`config.mk`:
```
export PLATFORM = sky130hd
export DESIGN_NAME = dmem_arbiter_flat
export DESIGN_NICKNAME = d
export VERILOG_FILES = /design/src/rtl/dmem_arbiter_if.sv /design/src/rtl/dmem_arbiter.sv /design/src/flat_wrapper.sv
export SDC_FILE = /design/constraint.sdc
export NUM_CORES = 1
export LEC_CHECK = 0
export BUFFER_PORTS_ARGS = -buffer_cell sky130_fd_sc_hd__buf_2
export CAP_MARGIN = 20
export CORE_MARGIN = 3
export CORE_UTILIZATION = 34
export DETAILED_ROUTE_END_ITERATION = 16
export PLACE_DENSITY = 0.81
export SLEW_MARGIN = 20
export SYNTH_ARGS = -nofsm -noshare
export SYNTH_HDL_FRONTEND = slang
export SYNTH_SLANG_ARGS = --single-unit
```
`constraint.sdc`:
```
create_clock -name clk -period 2.2 [get_ports clk]
set_input_delay 0.44 -clock clk [delete_from_list [all_inputs] [get_ports clk]]
set_output_delay 0.44 -clock clk [all_outputs]
set_load 0.01 [all_outputs]
```
`src/rtl/dmem_arbiter_if.sv`:
```
// Bundle of the three requester ports plus the memory port of the data-memory arbiter.
// master = requesters and memory model side, slave = the arbiter.
interface dmem_arbiter_if;
   logic        cpu_req;
   logic        cpu_we;
   logic [15:0] cpu_addr;
   logic [15:0] cpu_wdata;
   logic        cpu_gnt;
   logic [15:0] cpu_rdata;
   logic        cpu_rvalid;

   logic        dsp_req;
   logic        dsp_lock;
   logic [15:0] dsp_addr;
   logic        dsp_gnt;
   logic [15:0] dsp_rdata;
   logic        dsp_rvalid;

   logic        ms_req;
   logic [1:0]  ms_off;
   logic [15:0] ms_wdata;
   logic        ms_gnt;

   logic        mem_en;
   logic        mem_we;
   logic [15:0] mem_addr;
   logic [15:0] mem_wdata;
   logic [15:0] mem_rdata;

   logic        err;

   modport master (
      output cpu_req, cpu_we, cpu_addr, cpu_wdata,
      input  cpu_gnt, cpu_rdata, cpu_rvalid,
      output dsp_req, dsp_lock, dsp_addr,
      input  dsp_gnt, dsp_rdata, dsp_rvalid,
      output ms_req, ms_off, ms_wdata,
      input  ms_gnt,
      input  mem_en, mem_we, mem_addr, mem_wdata,
      output mem_rdata,
      input  err
   );

   modport slave (
      input  cpu_req, cpu_we, cpu_addr, cpu_wdata,
      output cpu_gnt, cpu_rdata, cpu_rvalid,
      input  dsp_req, dsp_lock, dsp_addr,
      output dsp_gnt, dsp_rdata, dsp_rvalid,
      input  ms_req, ms_off, ms_wdata,
      output ms_gnt,
      output mem_en, mem_we, mem_addr, mem_wdata,
      input  mem_rdata,
      output err
   );
endinterface

```
`src/rtl/dmem_arbiter.sv`:
```
// Fixed-priority (ms > cpu > dsp) arbiter for the shared data memory; zero-cycle grant, reads return one cycle later.
// Requesters stall by holding req until gnt; display gets a starvation guard and a bounded atomic lock.
module dmem_arbiter #(
   parameter int DEPTH        = 16387,
   parameter int MMIO_BASE    = 16384,
   parameter int STARVE_LIMIT = 8,
   parameter int LOCK_MAX     = 4
) (
   input logic         clk,
   input logic         rst,
   dmem_arbiter_if.slave bus
);

   typedef enum logic {IDLE, LOCKED} state_t;
   typedef enum logic [1:0] {OWN_NONE, OWN_CPU, OWN_DSP} owner_t;

   localparam logic [16:0] DEPTH_W   = 17'(DEPTH);
   localparam logic [15:0] MMIO_W    = 16'(MMIO_BASE);
   localparam logic [3:0]  STARVE_TH = 4'(STARVE_LIMIT);
   localparam logic [3:0]  LOCK_TH   = 4'(LOCK_MAX);

   state_t      state_q, state_d;
   logic [3:0]  starve_cnt_q, starve_cnt_d;
   logic [3:0]  lock_cnt_q, lock_cnt_d;
   logic        relock_blk_q, relock_blk_d;
   owner_t      rd_owner_q, rd_owner_d;
   logic        rd_oor_q, rd_oor_d;
   logic        err_q, err_d;

   logic        lock_hold;
   logic        ms_gnt_c, cpu_gnt_c, dsp_gnt_c, any_gnt;
   logic [15:0] cmd_addr, cmd_wdata;
   logic        cmd_we;
   logic        in_range;
   logic        enter_lock, forced_exit;

   // State register
   always_ff @(posedge clk or negedge rst) begin
      if (!rst) begin
         state_q      <= IDLE;
         starve_cnt_q <= 4'd0;
         lock_cnt_q   <= 4'd0;
         relock_blk_q <= 1'b0;
         rd_owner_q   <= OWN_NONE;
         rd_oor_q     <= 1'b0;
         err_q        <= 1'b0;
      end else begin
         state_q      <= state_d;
         starve_cnt_q <= starve_cnt_d;
         lock_cnt_q   <= lock_cnt_d;
         relock_blk_q <= relock_blk_d;
         rd_owner_q   <= rd_owner_d;
         rd_oor_q     <= rd_oor_d;
         err_q        <= err_d;
      end
   end

   // Grant and memory command; a dropped dsp_lock releases LOCKED in the same cycle.
   always_comb begin
      lock_hold = (state_q == LOCKED) && bus.dsp_lock;
      ms_gnt_c  = 1'b0;
      cpu_gnt_c = 1'b0;
      dsp_gnt_c = 1'b0;
      if (rst) begin
         if (lock_hold)                                 dsp_gnt_c = bus.dsp_req;
         else if (bus.ms_req)                           ms_gnt_c  = 1'b1;
         else if (starve_cnt_q >= STARVE_TH && bus.dsp_req) dsp_gnt_c = 1'b1;
         else if (bus.cpu_req)                          cpu_gnt_c = 1'b1;
         else if (bus.dsp_req)                          dsp_gnt_c = 1'b1;
      end
      any_gnt = ms_gnt_c | cpu_gnt_c | dsp_gnt_c;

      cmd_addr  = 16'd0;
      cmd_wdata = 16'd0;
      cmd_we    = 1'b0;
      if (ms_gnt_c) begin
         cmd_addr  = MMIO_W + {14'd0, bus.ms_off};
         cmd_wdata = bus.ms_wdata;
         cmd_we    = 1'b1;
      end else if (cpu_gnt_c) begin
         cmd_addr  = bus.cpu_addr;
         cmd_wdata = bus.cpu_wdata;
         cmd_we    = bus.cpu_we;
      end else if (dsp_gnt_c) begin
         cmd_addr  = bus.dsp_addr;
      end
      in_range = {1'b0, cmd_addr} < DEPTH_W;
   end

   // Next-state logic
   always_comb begin
      state_d      = state_q;
      lock_cnt_d   = lock_cnt_q;
      forced_exit  = 1'b0;
      enter_lock   = !lock_hold && dsp_gnt_c && bus.dsp_lock && !relock_blk_q;
      if (state_q == LOCKED && !bus.dsp_lock) begin
         state_d    = IDLE;
         lock_cnt_d = 4'd0;
      end
      if ((lock_hold && dsp_gnt_c) || enter_lock) begin
         lock_cnt_d = enter_lock ? 4'd1 : lock_cnt_q + 4'd1;
         state_d    = LOCKED;
         if (lock_cnt_d >= LOCK_TH) begin
            state_d     = IDLE;
            lock_cnt_d  = 4'd0;
            forced_exit = 1'b1;
         end
      end
      // A forced exit blocks relocking until dsp_lock has been low for a cycle.
      relock_blk_d = forced_exit ? 1'b1 : (bus.dsp_lock ? relock_blk_q : 1'b0);

      if (bus.dsp_req && !dsp_gnt_c)
         starve_cnt_d = (starve_cnt_q == 4'hF) ? 4'hF : starve_cnt_q + 4'd1;
      else
         starve_cnt_d = 4'd0;

      rd_owner_d = OWN_NONE;
      if (cpu_gnt_c && !bus.cpu_we) rd_owner_d = OWN_CPU;
      else if (dsp_gnt_c)           rd_owner_d = OWN_DSP;
      rd_oor_d = !in_range;
      err_d    = err_q | (any_gnt & !in_range);
   end

   // Outputs
   always_comb begin
      bus.ms_gnt     = ms_gnt_c;
      bus.cpu_gnt    = cpu_gnt_c;
      bus.dsp_gnt    = dsp_gnt_c;
      bus.mem_en     = any_gnt & in_range;
      bus.mem_we     = any_gnt & in_range & cmd_we;
      bus.mem_addr   = cmd_addr;
      bus.mem_wdata  = cmd_wdata;
      bus.cpu_rvalid = (rd_owner_q == OWN_CPU);
      bus.dsp_rvalid = (rd_owner_q == OWN_DSP);
      bus.cpu_rdata  = (rd_owner_q == OWN_CPU && !rd_oor_q) ? bus.mem_rdata : 16'd0;
      bus.dsp_rdata  = (rd_owner_q == OWN_DSP && !rd_oor_q) ? bus.mem_rdata : 16'd0;
      bus.err        = err_q;
   end

endmodule
```
`src/flat_wrapper.sv`:
```
// flat-port wrapper written by rule: the top's interface ports become plain ports
module dmem_arbiter_flat 
#(
   parameter int DEPTH        = 16387,
   parameter int MMIO_BASE    = 16384,
   parameter int STARVE_LIMIT = 8,
   parameter int LOCK_MAX     = 4
)
  (clk, rst, bus_cpu_req, bus_cpu_we, bus_cpu_addr, bus_cpu_wdata, bus_cpu_gnt, bus_cpu_rdata, bus_cpu_rvalid, bus_dsp_req, bus_dsp_lock, bus_dsp_addr, bus_dsp_gnt, bus_dsp_rdata, bus_dsp_rvalid, bus_ms_req, bus_ms_off, bus_ms_wdata, bus_ms_gnt, bus_mem_en, bus_mem_we, bus_mem_addr, bus_mem_wdata, bus_mem_rdata, bus_err);
  dmem_arbiter_if bus_i ();
  input logic clk;
  input logic rst;
  input wire logic [$bits(bus_i.cpu_req)-1:0] bus_cpu_req;
  input wire logic [$bits(bus_i.cpu_we)-1:0] bus_cpu_we;
  input wire logic [$bits(bus_i.cpu_addr)-1:0] bus_cpu_addr;
  input wire logic [$bits(bus_i.cpu_wdata)-1:0] bus_cpu_wdata;
  output wire logic [$bits(bus_i.cpu_gnt)-1:0] bus_cpu_gnt;
  output wire logic [$bits(bus_i.cpu_rdata)-1:0] bus_cpu_rdata;
  output wire logic [$bits(bus_i.cpu_rvalid)-1:0] bus_cpu_rvalid;
  input wire logic [$bits(bus_i.dsp_req)-1:0] bus_dsp_req;
  input wire logic [$bits(bus_i.dsp_lock)-1:0] bus_dsp_lock;
  input wire logic [$bits(bus_i.dsp_addr)-1:0] bus_dsp_addr;
  output wire logic [$bits(bus_i.dsp_gnt)-1:0] bus_dsp_gnt;
  output wire logic [$bits(bus_i.dsp_rdata)-1:0] bus_dsp_rdata;
  output wire logic [$bits(bus_i.dsp_rvalid)-1:0] bus_dsp_rvalid;
  input wire logic [$bits(bus_i.ms_req)-1:0] bus_ms_req;
  input wire logic [$bits(bus_i.ms_off)-1:0] bus_ms_off;
  input wire logic [$bits(bus_i.ms_wdata)-1:0] bus_ms_wdata;
  output wire logic [$bits(bus_i.ms_gnt)-1:0] bus_ms_gnt;
  output wire logic [$bits(bus_i.mem_en)-1:0] bus_mem_en;
  output wire logic [$bits(bus_i.mem_we)-1:0] bus_mem_we;
  output wire logic [$bits(bus_i.mem_addr)-1:0] bus_mem_addr;
  output wire logic [$bits(bus_i.mem_wdata)-1:0] bus_mem_wdata;
  input wire logic [$bits(bus_i.mem_rdata)-1:0] bus_mem_rdata;
  output wire logic [$bits(bus_i.err)-1:0] bus_err;
  assign bus_i.cpu_req = bus_cpu_req;
  assign bus_i.cpu_we = bus_cpu_we;
  assign bus_i.cpu_addr = bus_cpu_addr;
  assign bus_i.cpu_wdata = bus_cpu_wdata;
  assign bus_cpu_gnt = bus_i.cpu_gnt;
  assign bus_cpu_rdata = bus_i.cpu_rdata;
  assign bus_cpu_rvalid = bus_i.cpu_rvalid;
  assign bus_i.dsp_req = bus_dsp_req;
  assign bus_i.dsp_lock = bus_dsp_lock;
  assign bus_i.dsp_addr = bus_dsp_addr;
  assign bus_dsp_gnt = bus_i.dsp_gnt;
  assign bus_dsp_rdata = bus_i.dsp_rdata;
  assign bus_dsp_rvalid = bus_i.dsp_rvalid;
  assign bus_i.ms_req = bus_ms_req;
  assign bus_i.ms_off = bus_ms_off;
  assign bus_i.ms_wdata = bus_ms_wdata;
  assign bus_ms_gnt = bus_i.ms_gnt;
  assign bus_mem_en = bus_i.mem_en;
  assign bus_mem_we = bus_i.mem_we;
  assign bus_mem_addr = bus_i.mem_addr;
  assign bus_mem_wdata = bus_i.mem_wdata;
  assign bus_i.mem_rdata = bus_mem_rdata;
  assign bus_err = bus_i.err;
  dmem_arbiter #(.DEPTH(DEPTH), .MMIO_BASE(MMIO_BASE), .STARVE_LIMIT(STARVE_LIMIT), .LOCK_MAX(LOCK_MAX)) u_core (.clk(clk), .rst(rst), .bus(bus_i));
endmodule
```
### Yosys cells after proc, flatten, opt, wreduce, memory -nomap -nowiden

Index checks and enable logic that the tools add are counted.

* add/sub/neg operators: 3
* bitwise operators: 6
* eq/ne operators: 4
* multiplexer cells: 38
* magnitude comparators: 3
* reduce and logical (&&, ||, !) cells: 20

Operators by type and width (count)
* 2-to-1 mux 16 bit: 7
* 2-to-1 mux 4 bit: 6
* 2-to-1 mux 1 bit: 23
* adder 15 x 2 -> 16 bit, first input constant: 1
* less-than comparator 16 x 15 -> 1 bit, second input constant: 1
* logical AND 1 bit: 11
* adder 4 x 1 -> 4 bit, second input constant: 2
* zero test 1 bit: 7
* == test 4 bit, second input constant: 1
* greater-or-equal comparator 4 x 3 -> 1 bit, second input constant: 1
* greater-or-equal comparator 4 bit, second input constant: 1
* 2-to-1 mux 2 bit: 2
* bitwise AND 1 bit: 3
* bitwise OR 1 bit: 3
* == test 2 x 1 -> 1 bit, second input constant: 1
* == test 2 bit, second input constant: 1
* != test 2 x 1 -> 1 bit, second input constant: 1
* nonzero test 2 bit: 1
* logical OR 1 bit: 1

* bits in registers: 14
* output and inout port bits: 72
* logic and storage cells: 81

### Longest topological paths before layout

Gate-level depths: netlist of run 1.

* word-level depth: 14
* gate-level depth with buffers: 9

### Least setup slack after synthesis of run 1

No wires, ideal clock.

* kind: input port to output port
* start point: input port bus_cpu_req
* end point: output port bus_mem_en
* stages on the path: 7
* slack: -78 ps
* arrival time: 1838 ps
* cell sequence: a21boi_1 -> nand2_1 -> nand2_2 -> inv_2 -> a211o_1 -> o2111a_1 -> nor4_1

* longest elaborated chain between the ends: 10
* elaborated cells on any way between the ends: 17

Ends and longest elaborated chain
* start: declaration: line flat_wrapper.sv:13 `input wire logic [$bits(bus_i.cpu_req)-1:0] bus_cpu_req;`
* 2-to-1 mux 1 bit: line dmem_arbiter.sv:68 `else if (bus.cpu_req) cpu_gnt_c = 1'b1;`
* 2-to-1 mux 1 bit: line dmem_arbiter.sv:67 `else if (starve_cnt_q >= STARVE_TH && bus.dsp_req) dsp_gnt_c = 1'b1;`
* 2-to-1 mux 1 bit: line dmem_arbiter.sv:66 `else if (bus.ms_req) ms_gnt_c = 1'b1;`
* 2-to-1 mux 1 bit: line dmem_arbiter.sv:65 `if (lock_hold) dsp_gnt_c = bus.dsp_req;`
* 2-to-1 mux 1 bit: line dmem_arbiter.sv:64 `if (rst) begin`
* 2-to-1 mux 16 bit: line dmem_arbiter.sv:84 `end else if (dsp_gnt_c) begin`
* 2-to-1 mux 16 bit (*): line dmem_arbiter.sv:80 `end else if (cpu_gnt_c) begin`
* 2-to-1 mux 16 bit (*): line dmem_arbiter.sv:76 `if (ms_gnt_c) begin`
* via bus_mem_addr[14]: line flat_wrapper.sv:32 `output wire logic [$bits(bus_i.mem_addr)-1:0] bus_mem_addr;`
* less-than comparator 16 x 15 -> 1 bit (*): line dmem_arbiter.sv:87 `in_range = {1'b0, cmd_addr} < DEPTH_W;`
* bitwise AND 1 bit (*): line dmem_arbiter.sv:129 `bus.mem_en = any_gnt & in_range;`
* end: declaration: line flat_wrapper.sv:30 `output wire logic [$bits(bus_i.mem_en)-1:0] bus_mem_en;`

The timed path passes the listed nets; every way through them passes the cells marked *.

### Worst setup path in the final report of run 1

* start point: register u_core.starve_cnt_q[3]
* end point: output port bus_mem_en

* longest elaborated chain between the ends: 11
* elaborated cells on any way between the ends: 17

Ends and longest elaborated chain
* start: declaration: line dmem_arbiter.sv:23 `logic [3:0] starve_cnt_q, starve_cnt_d;`
* start signal: assignment: line dmem_arbiter.sv:49 `starve_cnt_q <= starve_cnt_d;`
* greater-or-equal comparator 4 bit (*): line dmem_arbiter.sv:67
* logical AND 1 bit (*): line dmem_arbiter.sv:67
* 2-to-1 mux 1 bit: line dmem_arbiter.sv:67
* 2-to-1 mux 1 bit: line dmem_arbiter.sv:66
* 2-to-1 mux 1 bit: line dmem_arbiter.sv:65
* 2-to-1 mux 1 bit: line dmem_arbiter.sv:64
* 2-to-1 mux 16 bit: line dmem_arbiter.sv:84
* 2-to-1 mux 16 bit: line dmem_arbiter.sv:80
* 2-to-1 mux 16 bit: line dmem_arbiter.sv:76
* less-than comparator 16 x 15 -> 1 bit: line dmem_arbiter.sv:87
* bitwise AND 1 bit (*): line dmem_arbiter.sv:129

Every way passes the cells marked *; elsewhere a longest branch is shown, timed or not.

==> flow_summary.yaml, run 1 <==
placed_design:
  numPortBuffers: 160
  placed_area_um2: 2330
  place_inst: 387
  dp_hpwl_um: 4750
  place_congestion: 0.863
  pre_cts_ws_ns: -0.180
setup_path:
  path_cells: "a21boi_2 -> buf_4 -> and3_4 -> a221o_1 -> o2111a_2 -> nor4_2 -> buf_2"
  critical_path_arrival_ns: 2.05
  end_kind: "output port"
  cpPeakStageDelay_ns: 0.38
  path_max_fanout: 5
  path_buf_inv: 2
  cp_slowest_cell: "dfrtp_1"
  critical_path_class: "flip-flop to output port"
  critical_path.top_delay_family: "compound AO/OA/AOI/OAI gates"
  required_ns: 1.76
  start_kind: "flip-flop"
clock_tree:
  clkTransAtPathRegs_ns: 0.06
  clock-sinks: 14
  clockBufferDepth: 2
  cts.htree.levels: 1
  root_buffer: "clkbuf_8"
  cts_buffers: 3
  cts_tree: "done"
  clk_latency_ns: 0.25
  holdBufCountCts: 0
synthesis:
  yosysSeqAreaShare_pct: 25.1
  ys_ff_latch: 14
  synth_warnings: 0
  synth-edff-count: 0
  synth-async-reset-ratio_pct: 100
  synth_nets: 265
  netlist.area_leader.share_pct: 25.1
  synth.area.top_cells: "dfrtp_1 25%, a22o_1 18%, and2_1 16%"
  synth_cell_type_count: 39
  syn_area_um2: 1390
  avgSynthCellArea_um2: 8.06
  synth-main-ff-cell: "dfrtp_1"
  synth_cells: 173
  yosysMostFrequentCell: "and2_1"
  yosys.area.top_type: "dfrtp_1"
  synth_commonest_cells: "35 x and2_1, 29 x a22o_1, 14 x dfrtp_1, 10 x nor2b_1, 9 x nand2_1"
route:
  drt_wl_total_um: 5920
  vias_per_cell: 5.21
  via_count: 2098
  route.detailed.drc: 0
  ant_nets: 0
  drtIter0Drc: 70
  drt_pass1_iterations: 4
  post_drt_wl_per_cell_um: 14.7
hold_path:
  hp-class: "primary input to asynchronous set/reset pin"
sta:
  rsz0062_at_grt: "yes"
  hold_violations: 0
  fin_crit_sh_pct: 113
  fin_skew_ns: 0.00258
  max_freq_ghz: 0.401
  setup_violations: 27
  timing.hold.ws_ns: 0.146
  drv_slew: 0
  max_slew.worst_pin.slew_ns: 0.423
  maxSlewHeadroom_pct: 71.7
  setup_slack_ns: -0.294
  post-route-min-period_ns: 2.49
die:
  initial_core_util_pct: 36.7
  dieArea_um2: 4900
  core.rowCount: 22
  die_w_um: 70.0
  fp.coreArea_um2: 3800
  io_pins: 161
  die_h_um: 70.0
finish:
  regArea_um2: 350
  fillers: 346
  final_cells: 403
  n_antenna_cell: 0
  multi_input_area_um2: 1000
  areaGrowthSynthToFinish_pct: 81.9
  nets: 448
  post-route-cell-area_um2: 2530
  drive_gt1_share_pct: 59.2
pwr:
  ir_drop_mv: 0.343
  p_leak_nw: 1.52
  total_power_uw: 866
  powerDensity_nw_per_um2: 342
global_route:
  first_global_vias: 2094
  grt_usage_pct: 23.5
  overflow: 0
  grt_max_degree: 25
  antenna_found_initial: 0
  grt_pass1_wl_um: 9630
status:
  violations: "setup timing"
  status: "complete, but fails checks"
flow_run:
  maxCapViolations: 0
==> report_power, final <==
part | internal [mW] | switching [mW] | leakage (nW) | total, mW
sequential | 0.267 | 0.0110 | 0.182 | 0.278
combinational | 0.172 | 0.159 | 1.31 | 0.331
clock | 0.159 | 0.0982 | 0.0288 | 0.257
total | 0.598 | 0.268 | 1.52 | 0.866
==> registers in the layout, summed over array words and instances (netlist names) <==
| signal | flops |
|---|---|
| u_core.state_q | 1 |
| u_core.starve_cnt_q | 4 |
| u_core.lock_cnt_q | 4 |
| u_core.relock_blk_q | 1 |
| u_core.rd_owner_q | 2 |
| u_core.bus.err | 1 |
| u_core.rd_oor_q | 1 |
==> cells in the final DEF, fill, tap and decap left out, types with 4 or more instances in the layout <==
cell,netlist,routed
nand2_1,9,8
nand3_1,5,5
dfrtp_1,14,14
buf_4,0,29
inv_1,6,6
clkbuf_8,0,4
and2_1,35,35
nor4_1,8,7
nor2b_1,10,7
a22o_1,29,29
buf_2,2,160
a21oi_1,5,4
nor2_1,6,5
==> area by class of cell <==
type / instances / area share, %
multi-input combinational: 140 / 39.6
sequential: 14 / 13.8
clock buffer: 4 / 2.17
timing repair buffer: 190 / 41.0
tap: 48 / 2.37
inverter: 7 / 1.04
==> worst paths after layout <==
check | startpoint | endpoint | slack [ns] | cells past startpoint
min in group clk | bus_cpu_we | u_core.rd_owner_q[0]$_DFF_PN0_ | 0.35 | 2
worst max-delay path | u_core.starve_cnt_q[3]$_DFF_PN0_ | bus_mem_en | -0.29 | 7
worst min register to register | u_core.bus.err$_DFF_PN0_ | u_core.bus.err$_DFF_PN0_ | 0.48 | 1
max in group asynchronous | rst | u_core.lock_cnt_q[0]$_DFFE_PN0P_ | 1.88 | 2
worst min-delay path | rst | u_core.starve_cnt_q[0]$_DFF_PN0_ | 0.15 | 2
worst max register to register | u_core.state_q$_DFFE_PN0P_ | u_core.lock_cnt_q[1]$_DFFE_PN0P_ | 0.09 | 13
==> layer usage <==
metal / GRT usage (%) / up-vias / wire length [um]
li1: - / 1000 / -
met5: 0 / - / 0
met4: 7.45 / 0 / 111
met2: 44.7 / 112 / 3170
met3: 5.18 / 11 / 532
met1: 25.3 / 975 / 2100
==> what timing repair did <==
action,CTS,global route
endpoints found under the setup margin,27,69
buffers inserted,11,4
pin swaps,6,7
resized for setup,8,9
==> cell families after synthesis <==
group / share of synthesized area, %
AOI/OAI and AO/OA: 30.7
xor gates and xnor gates: 0.628
adders and majority gates: 2.69
buffers and inverters: 5.83
DFF: 25.1
and+or+nand+nor: 35.0
==> metrics by stage <==
step	utilization [%]	setup TNS [ns]
final	66.7	-2.68
after global routing	66.7	-5.40
after CTS	65.6	-0.351
after detailed placement	61.5	-0.433
after global placement	61.5	-0.222
after floorplan	-	-0.156
Note: power is estimated with default switching activity, not from simulation.
==> inputs of run 2 (changes only) <==
--- a/config.mk
+++ b/config.mk
@@ -11,6 +11,7 @@
 export CORE_UTILIZATION = 34
 export DETAILED_ROUTE_END_ITERATION = 16
 export PLACE_DENSITY = 0.81
+export RECOVER_POWER = 50
 export SLEW_MARGIN = 20
 export SYNTH_ARGS = -nofsm -noshare
 export SYNTH_HDL_FRONTEND = slang
==> run 2 against run 1 <==
Compared with the run above: the flow still finishes with violations (setup timing); total power is essentially flat; via count shrank 0.38%; critical endpoint unchanged; sequential power is essentially flat; critical path depth is the same; fmax grew 0.22%; largest power group unchanged; flip-flop and latch count is the same; core utilization shrank 0.16 points; sequential share of layout area is essentially flat; die area is the same; count of clock-buffer cells in the layout is the same.
==> flow_summary.yaml, run 2 (same netlist as run 1, synthesis figures left out) <==
finish:
  final_cell_mix: "158 x buf_2, 35 x and2_1, 29 x a22o_1"
  nets: 448
  mostFrequentLayoutCell: "buf_2"
  reg_top3: "u_core.lock_cnt_q x4, u_core.starve_cnt_q x4, u_core.rd_owner_q x2"
  final_cells: 403
  n_antenna_cell: 0
  post-route-cell-area_um2: 2530
  drive_gt1_share_pct: 58.3
  areaGrowthSynthToFinish_pct: 81.4
sta:
  drv_slew: 0
  hold_violations: 0
  fin_crit_sh_pct: 113
  setup_slack_ns: -0.289
  post-route-min-period_ns: 2.49
  maxSlewHeadroom_pct: 48.8
  setup_violations: 27
  fin_tns_setup_ns: -2.61
  timing.hold.ws_ns: 0.355
  rsz0062_at_grt: "yes"
  max_slew.worst_pin.slew_ns: 0.768
  max_freq_ghz: 0.402
  fin_skew_ns: 0.00235
setup_path:
  required_ns: 1.76
  critical_path_class: "flip-flop to output port"
  ff2ff_path_depth: 13
  path_buf_inv: 2
  path_max_fanout: 5
  end_kind: "output port"
  start_kind: "flip-flop"
  reg2reg_from: "u_core.state_q$_DFFE_PN0P_"
  rrSetupSlack_ns: 0.09
  critical_path.top_delay_family: "compound AO/OA/AOI/OAI gates"
  path_cells: "a21boi_2 -> buf_4 -> and3_4 -> a221o_1 -> o2111a_2 -> nor4_2 -> buf_2"
  startpoint: "u_core.starve_cnt_q[3]$_DFF_PN0_"
  cp_slowest_cell: "dfrtp_1"
  path_depth: 7
  timing.rr.end: "u_core.lock_cnt_q[1]$_DFFE_PN0P_"
  cpPeakStageDelay_ns: 0.38
  critical_path_arrival_ns: 2.05
  crit_end: "bus_mem_en"
route:
  drtIter0Drc: 81
  ant_nets: 0
  drt_wl_total_um: 5920
  route.detailed.drc: 0
  drt_pass1_iterations: 4
  via_count: 2090
  post_drt_wl_per_cell_um: 14.7
  vias_per_cell: 5.19
pwr:
  powerDensity_nw_per_um2: 343
  p_leak_nw: 1.51
  total_power_uw: 866
  ir_drop_mv: 0.343
clock_tree:
  root_buffer: "clkbuf_8"
  clk_latency_ns: 0.25
  cts_tree: "done"
  clkTransAtPathRegs_ns: 0.06
  holdBufCountCts: 0
  cts_buffers: 3
  cts.htree.levels: 1
  clockBufferDepth: 2
  clock-sinks: 14
die:
  die_w_um: 70.0
  fp.coreArea_um2: 3800
  dieArea_um2: 4900
  die_h_um: 70.0
  core.rowCount: 22
  initial_core_util_pct: 36.7
  io_pins: 161
hold_path:
  hp-class: "primary input to flip-flop"
status:
  status: "complete, but fails checks"
  violations: "setup timing"
global_route:
  overflow: 0
  grt_usage_pct: 23.5
  grt_max_degree: 25
  grt_pass1_wl_um: 9630
  first_global_vias: 2094
  antenna_found_initial: 0
placed_design:
  placed_area_um2: 2330
  place_congestion: 0.863
  numPortBuffers: 160
  dp_hpwl_um: 4750
  place_inst: 387
flow_run:
  maxCapViolations: 0
run 2: cell count changes in the layout (fill, tap and decap cells not counted), sizes merged:
cell    delta
clkbuf     +3
buf        -3
run 2: worst min path at each step:
stage	start	endpoint	slack, ns	cells after the start
2_1_floorplan	rst	u_core.bus.err$_DFF_PN0_	0.14	0
3_3_place_gp	rst	u_core.starve_cnt_q[1]$_DFF_PN0_	0.42	2
3_5_place_dp	rst	u_core.starve_cnt_q[0]$_DFF_PN0_	0.42	2
4_1_cts	rst	u_core.starve_cnt_q[0]$_DFF_PN0_	0.15	2
5_1_grt	bus_cpu_we	u_core.rd_owner_q[0]$_DFF_PN0_	0.36	2
6_report	bus_cpu_we	u_core.rd_owner_q[0]$_DFF_PN0_	0.35	2
run 2: layer usage:
layer	vias to the layer above	share of wire (%)	GRT usage (%)
li1	999	-	-
met1	965	36	25.3
met2	115	53	44.7
met3	11	9.1	5.18
met4	0	1.9	7.45
met5	-	0	0
run 2: per-stage QoR:
stage	utilization [%]	setup WS, ns
final	66.6	-0.289
after global routing	66.6	-0.389
after CTS	65.6	-0.168
after detailed placement	61.5	-0.180
after global placement	61.5	-0.113
after floorplan	-	-0.0782
run 2: final cells by class:
cell class                      count  area [um^2]
Timing Repair Buffer              190         1030
Sequential cell                    14          350
Fill cell                         349         1270
Multi-Input combinational cell    140         1000
Inverter                            7         26.3
Clock buffer                        4         55.1
Tap cell                           48         60.1
run 2: power by group:
part	leakage, nW	switching, mW	total, mW	internal, mW
Combinational	1.30	0.159	0.330	0.171
Clock	0.0288	0.0988	0.258	0.159
Sequential	0.182	0.0110	0.278	0.267
Total	1.51	0.269	0.866	0.597
run 2: timing repair:
action | CTS | global route
gates resized for setup | 8 | 9
setup endpoints to repair | 27 | 69
pin swaps | 6 | 7
buffers inserted | 11 | 4
run 2: worst reg2reg max path, delay by kind of cell (launching register included):
family,cells,cell delay [ns]
AO/OA/AOI/OAI,3,0.35
buffers and inverters,8,1.00
flip-flops,1,0.42
AND/OR/NAND/NOR,2,0.21
